$ cat config.mk
export PLATFORM = sky130hd
export DESIGN_NAME = exp_series_datapath
export DESIGN_NICKNAME = d
export VERILOG_FILES = /design/src/rtl/exp_series_datapath_pkg.sv /design/src/rtl/exp_series_datapath_term_mul_coef.sv /design/src/rtl/exp_series_datapath.sv
export SDC_FILE = /design/constraint.sdc
export NUM_CORES = 1
export LEC_CHECK = 0
export ABC_AREA = 1
export ABC_CLOCK_PERIOD_IN_PS = 16300
export CORE_ASPECT_RATIO = 1.25
export CORE_MARGIN = 10
export CORE_UTILIZATION = 35
export CTS_BUF_LIST = sky130_fd_sc_hd__clkbuf_4
export CTS_CLUSTER_SIZE = 10
export DETAILED_ROUTE_END_ITERATION = 10
export SETUP_SLACK_MARGIN = 0.4
export SKIP_CTS_REPAIR_TIMING = 1
export SLEW_MARGIN = 20
export SYNTH_ARGS = -nofsm -noshare
export SYNTH_HDL_FRONTEND = slang
export SYNTH_SLANG_ARGS = --single-unit
$ cat constraint.sdc
create_clock -name clk -period 16.3 [get_ports clk]
set_input_delay 2.445 -clock clk [delete_from_list [all_inputs] [get_ports clk]]
set_output_delay 2.445 -clock clk [all_outputs]
set_load 0.01 [all_outputs]
$ cat src/rtl/exp_series_datapath_pkg.sv
// Shared constants for the e^x Taylor-series datapath: fixed-point widths,
// the 1/n coefficient table and the sequencing controller's state codes.
package exp_series_datapath_pkg;

  localparam int FRAC    = 16;        // fractional bits of x, term, coef, acc
  localparam int X_W     = 16;        // x operand, Q0.16
  localparam int TERM_W  = 17;        // series term, Q1.16 (value <= 1.0)
  localparam int COEF_W  = 17;        // 1/n coefficient, Q1.16 (1/1 needs bit 16)
  localparam int ACC_W   = 18;        // accumulator / result, Q2.16
  localparam int CNT_W   = 4;         // term counter
  localparam int IDX_W   = 5;         // coefficient index 1..16
  localparam int ONE_Q   = 65536;     // 1.0 in Q.16
  localparam int N_TERMS = 5;         // default number of series terms

  // Sequencing controller state encodings.
  localparam logic [2:0] ST_IDLE   = 3'd0;
  localparam logic [2:0] ST_INIT   = 3'd1;
  localparam logic [2:0] ST_ADD    = 3'd2;
  localparam logic [2:0] ST_WB_ACT = 3'd3;
  localparam logic [2:0] ST_CHECK  = 3'd4;
  localparam logic [2:0] ST_DONE   = 3'd5;

  // floor(65536 / n) for n = 1..16; a constant table rather than a divider.
  function automatic logic [COEF_W-1:0] coef_lut(input logic [IDX_W-1:0] n);
    case (n)
      5'd1:    coef_lut = 17'd65536;
      5'd2:    coef_lut = 17'd32768;
      5'd3:    coef_lut = 17'd21845;
      5'd4:    coef_lut = 17'd16384;
      5'd5:    coef_lut = 17'd13107;
      5'd6:    coef_lut = 17'd10922;
      5'd7:    coef_lut = 17'd9362;
      5'd8:    coef_lut = 17'd8192;
      5'd9:    coef_lut = 17'd7281;
      5'd10:   coef_lut = 17'd6553;
      5'd11:   coef_lut = 17'd5957;
      5'd12:   coef_lut = 17'd5461;
      5'd13:   coef_lut = 17'd5041;
      5'd14:   coef_lut = 17'd4681;
      5'd15:   coef_lut = 17'd4369;
      5'd16:   coef_lut = 17'd4096;
      default: coef_lut = '0;
    endcase
  endfunction

endpackage

$ cat src/rtl/exp_series_datapath_term_mul_coef.sv
// Combinational next-term path: nt = ((term * x) >> FRAC) * COEF[idx] >> FRAC.
// Both shifts floor and both results are truncated to the term width.
module exp_series_datapath_term_mul_coef
  import exp_series_datapath_pkg::*;
#(
  parameter int XW = X_W,
  parameter int FB = FRAC
) (
  input  logic [TERM_W-1:0] term_i,
  input  logic [XW-1:0]     x_i,
  input  logic [IDX_W-1:0]  idx_i,
  output logic [TERM_W-1:0] nt_o
);

  localparam int P1_W = TERM_W + XW;      // term * x, 33 bits
  localparam int P2_W = TERM_W + COEF_W;  // p1 * coef, 34 bits

  logic [P1_W-1:0]   prod1;
  logic [TERM_W-1:0] p1;
  logic [COEF_W-1:0] coef;
  logic [P2_W-1:0]   prod2;

  assign prod1 = P1_W'(term_i) * P1_W'(x_i);
  assign p1    = TERM_W'(prod1 >> FB);
  assign coef  = coef_lut(idx_i);
  assign prod2 = P2_W'(p1) * P2_W'(coef);
  assign nt_o  = TERM_W'(prod2 >> FB);

endmodule

$ cat src/rtl/exp_series_datapath.sv
// e^x Taylor-series datapath: holds x, the current term, the accumulator and
// the term counter, and captures the finished sum when the controller says done.
module exp_series_datapath
  import exp_series_datapath_pkg::*;
#(
  parameter int X_W     = exp_series_datapath_pkg::X_W,
  parameter int FRAC    = exp_series_datapath_pkg::FRAC,
  parameter int N_TERMS = exp_series_datapath_pkg::N_TERMS,
  parameter int ACC_W   = exp_series_datapath_pkg::ACC_W
) (
  input  logic             clk,
  input  logic             rst,
  input  logic [X_W-1:0]   x_in,
  input  logic             load_a,
  input  logic             load_sel,
  input  logic             done,
  output logic             is_finished,
  output logic [ACC_W-1:0] result,
  output logic             result_valid
);

  logic [X_W-1:0]    x_q,      x_d;
  logic [TERM_W-1:0] term_q,   term_d;
  logic [ACC_W-1:0]  acc_q,    acc_d;
  logic [CNT_W-1:0]  cnt_q,    cnt_d;
  logic [ACC_W-1:0]  result_q, result_d;
  logic              valid_q,  valid_d;

  logic [TERM_W-1:0] nt;
  logic [IDX_W-1:0]  coef_idx;
  logic              do_init;
  logic              do_wb;

  // Writeback n uses coefficient 1/(cnt+1).
  assign coef_idx = IDX_W'(cnt_q) + IDX_W'(1);

  exp_series_datapath_term_mul_coef #(
    .XW (X_W),
    .FB (FRAC)
  ) u_term_mul_coef (
    .term_i (term_q),
    .x_i    (x_q),
    .idx_i  (coef_idx),
    .nt_o   (nt)
  );

  // Counter saturates at the last term; a late writeback is ignored.
  assign is_finished = (cnt_q == CNT_W'(N_TERMS - 1));
  assign do_init     = load_a && load_sel;
  assign do_wb       = load_a && !load_sel && !is_finished;

  // Next-state selection for the operand/term/accumulator and result capture.
  always_comb begin
    // NOTE: every target gets a hold default first so no path infers a latch.
    x_d      = x_q;
    term_d   = term_q;
    acc_d    = acc_q;
    cnt_d    = cnt_q;
    result_d = result_q;
    valid_d  = valid_q;

    if (do_init) begin
      x_d    = x_in;
      term_d = TERM_W'(ONE_Q);
      acc_d  = ACC_W'(ONE_Q);
      cnt_d  = '0;
    end else if (do_wb) begin
      term_d = nt;
      acc_d  = acc_q + ACC_W'(nt);
      cnt_d  = cnt_q + CNT_W'(1);
    end

    // done captures the pre-update accumulator; a coincident init still
    // clears the valid flag because the new evaluation supersedes it.
    if (done) begin
      result_d = acc_q;
      valid_d  = 1'b1;
    end
    if (do_init) begin
      valid_d = 1'b0;
    end
  end

  // State registers with synchronous reset shared with the controller.
  always_ff @(posedge clk) begin
    // NOTE: sequential state uses non-blocking assignments so all registers
    // sample the same pre-edge values.
    if (rst) begin
      x_q      <= '0;
      term_q   <= '0;
      acc_q    <= '0;
      cnt_q    <= '0;
      result_q <= '0;
      valid_q  <= 1'b0;
    end else begin
      x_q      <= x_d;
      term_q   <= term_d;
      acc_q    <= acc_d;
      cnt_q    <= cnt_d;
      result_q <= result_d;
      valid_q  <= valid_d;
    end
  end

  assign result       = result_q;
  assign result_valid = valid_q;

endmodule

==> summary.md <==
| Metric | Value |
|---|---|
| Clock sink count | 74 |
| Mapped Area | 23000 sq um |
| Worst R2R Path Depth | approximately 50 |
| Clock skew | 0.0227 ns |
| Sequential-to-total area share from yosys stat | 6.45% |
| Vias in the first global route | 19603 |
| Clock Pin Slew Worst Setup and Hold Paths | approximately 0.15 ns |
| Crit end category | flip-flop |
| Synthesis-stage register bit count | 74 |
| CP Data Required Time | 16.70 ns |
| Final HPWL from detailed placement | 53.4 mm |
| Io pins | 41 |
| Number of synthesized flops with an enable pin | 0 |
| Critical Path Sink | acc_q[17] |
| Die W | 249 um |
| Most Frequent Cell on Critical Path | fa_1 |
| Vias per cell | a little under 5 |
| CP Launch Type | flip-flop |
| WL/cell | 16.6 um |
| Arr. time, crit path | 13.56 ns |
| CP Launch Point | term_q[6] |
| H-tree depth | 3 |
| Fin crit share | 80.8% |
| Hold crit path type | reg2reg |
| Pre-antenna DRT Iters | 6 |
| Synth Flop Type | dfxtp_1 |
| Via count | 18517 |
| DRT iter0 DRCs | 1108 |
| Worst VDD drop | 35.9 uV |
| PwrDens | 29.2 nW/um^2 |
| Layout Area Growth over Synthesis | 5.52% |
| Buffers on Ports | 40 |
| CTS tree | built |
| Tot GR Track Use | 17.0% |
| Final setup vio count | 0 |
| Grt ovf | 0 |
| Layout cells sized above 1 | 5.31% |
| # nets final | 3670 |
| Root Driver | clkbuf_4 |
| Outcome | finished, final reports clean |
| First-pass GRT wire length | 105 mm |
| Net Count, Synth | roughly 3700 |
| YS warnings | 0 |
| Antenna-violating nets left | 0 |
| Power, Total | 0.707 mW |
| Largest net degree at the start of global routing | 41 |
| Tmin final | 13.16 ns |
| GPL Wtd Cong | between 0.9 and 1 |
| Yosys top cell area share | 37.4% |
| Critical-path top delay cell | dfxtp_1 |
| Synthesized area per cell | 7.58 sq um |
| Largest buffer count on any clock path | 2 |
| Top post-synthesis cells by area | fa_1 37%, inv_1 13%, ha_1 13%, nand2_1 9.8%, dfxtp_1 6.5% |
| Max-cap violation count | 0 |
| Static Leak | 13.4 nW |
| RR Startpoint | term_q[6] |
| Initial antenna violation count | 1 |
| Worst-Margin Slew | 1.04 ns |
| Slew HR | about 30% |
| Core Region | 64700 sq um |
| Final hold vios | 0 |
| Die Y | 306 um |
| Hold_ws | 0.479 ns |
| CP max stage delay | 0.93 ns |
| Top cell type by total area after synthesis | fa_1 |
| Reg2reg end | acc_q[17] |
| Std cell rows | approximately 100 |
| Post-route core utilization | 37.5% |
| Final TNS setup | 0 ns |
| Total CTS buffers | 9 |
| CP Max Fanout | 17 |
| Async set or reset register ratio after synthesis | 0% |
| Fmax | 76.0 MHz |
| Starting density of the core | roughly 35% |
| Worst skew pair latency | approximately 0.47 ns |
| Die ar. | ~76000 sq um |
| Setup Crit Path Kind | reg2reg |
| Total Routed Length | 63.9 mm |
| RSZ-0062 raised after global routing | false |
| Netlist cell types | 58 |
| Slew Limit Fails | 0 |
| R2R Setup Slk | 3.14 ns |
| Post-route DRC violation count | 0 |
| Post-Synthesis Cells | 3030 |
-- critical path, delay by kind of cell, from the launching register on --
family          cells  cell delay [ns]
flops               1             0.93
fa+ha+maj          15             7.16
simple gates       21             2.47
buf+inv             9             0.48
xor+xnor            1             0.79
compound gates      5             1.23
-- worst min path at each step --
stage | startpoint | cells after the start | slack [ns] | end
final | result[2] | 2 | 0.48 | result[2]
after floorplan | acc_q[2] | 2 | 0.45 | result[2]
after detailed placement | result[2] | 2 | 0.46 | result[2]
after global routing | result[15] | 2 | 0.50 | result[15]
after CTS | result[13] | 2 | 0.48 | result[13]
after global placement | result[15] | 2 | 0.45 | result[15]
-- report_power, final --
part | internal (mW) | switching (mW) | leakage (nW)
Clock | 0.0487 | 0.0774 | 0.0768
Sequential | 0.190 | 0.0285 | 0.605
Combinational | 0.121 | 0.240 | 12.7
Total | 0.361 | 0.346 | 13.4
-- registers in the layout, indices dropped and copies added, names as in the netlist --
name          flops
cnt_q             4
result           18
acc_q            18
x_q              16
result_valid      1
term_q           17
-- Yosys cell counts (3+ instances only) --
library cell and n:
buf_1 6, a21o_1 16, buf_6 6, fa_1 429, nand2_2 28, clkinv_1 4
nand3b_1 4, o21ai_1 3, dfxtp_1 74, ha_1 230, nor3_4 3, nand2_4 3
o21bai_1 5, nand3_2 5, a31oi_1 9, a31o_2 3, nand3_1 84, a221oi_1 3
nor4_1 3, a21oi_2 5, a211oi_1 17, xnor2_1 11, inv_1 823, or2_2 35
buf_4 4, buf_2 16, nor3_1 7, clkbuf_1 81, nor2_2 12, inv_2 11
or2_1 13, o211ai_1 5, nor2_1 240, nand2_1 601, a21oi_1 110, xor2_1 18
o21ai_0 64, nand4_1 11
-- logic make-up after synthesis --
| kind of cell | Yosys count | share of synthesized area [%] |
|---|---|---|
| XOR/XNOR | 33 | 1.49 |
| flip-flops | 74 | 6.45 |
| adder cells (fa/ha/maj) | 659 | 49.9 |
| buffers and inverters | 951 | 15.9 |
| AND/OR/NAND/NOR | 1061 | 19.7 |
| AO/OA/AOI/OAI | 252 | 6.47 |
-- metrics by stage --
step / instances / worst slack (ns) / area [sq um]
2_1_floorplan: 3030 / 4.81 / 23000
3_3_place_gp: 3827 / 3.21 / 24100
3_5_place_dp: 3827 / 3.21 / 24100
4_1_cts: 3843 / 3.14 / 24200
5_1_grt: 3844 / 2.28 / 24200
6_report: 3844 / 3.14 / 24200
-- cells in the final DEF, fill, tap and decap left out, drive strengths merged --
cell type / instances
a21o: 17
a21boi: 2
nor3b: 1
nand3b: 5
a211oi: 17
nand2: 632
o311ai: 1
nand3: 90
and3: 2
inv: 835
o211ai: 5
bufinv: 1
a21oi: 116
nand4: 11
o2111ai: 1
ha: 230
a31o: 3
or2: 48
buf: 22
a31oi: 10
clkdlybuf4s50: 40
o21ai: 68
o21a: 2
clkinv: 7
diode: 1
fa: 429
a221oi: 3
xor2: 19
dfxtp: 74
o31ai: 2
clkinvlp: 1
and2: 2
o21bai: 5
nor2: 254
nor4: 5
clkbuf: 10
xnor2: 14
nor3: 11
-- per-layer routing --
metal | share of wire, % | vias to the layer above | GRT usage, % | wire [um]
li1 | - | 8771 | - | -
met1 | 40 | 9174 | 20.3 | 25800
met2 | 52 | 464 | 31.6 | 33400
met3 | 3.9 | 108 | 1.26 | 2500
met4 | 3.4 | 0 | 5.60 | 2180
met5 | 0 | - | 0 | 0
-- layout make-up --
type | instances | area, sq um
diodes | 1 | 2.50
clock buffers | 10 | 75.1
clock inverters | 6 | 65.1
fillers | 6857 | 40400
inverters | 838 | 3150
multi-input cells | 2005 | 17800
flip-flops and latches | 74 | 1480
well taps | 848 | 1060
repair buffers | 62 | 566
Note: power is estimated with default switching activity, not from simulation.
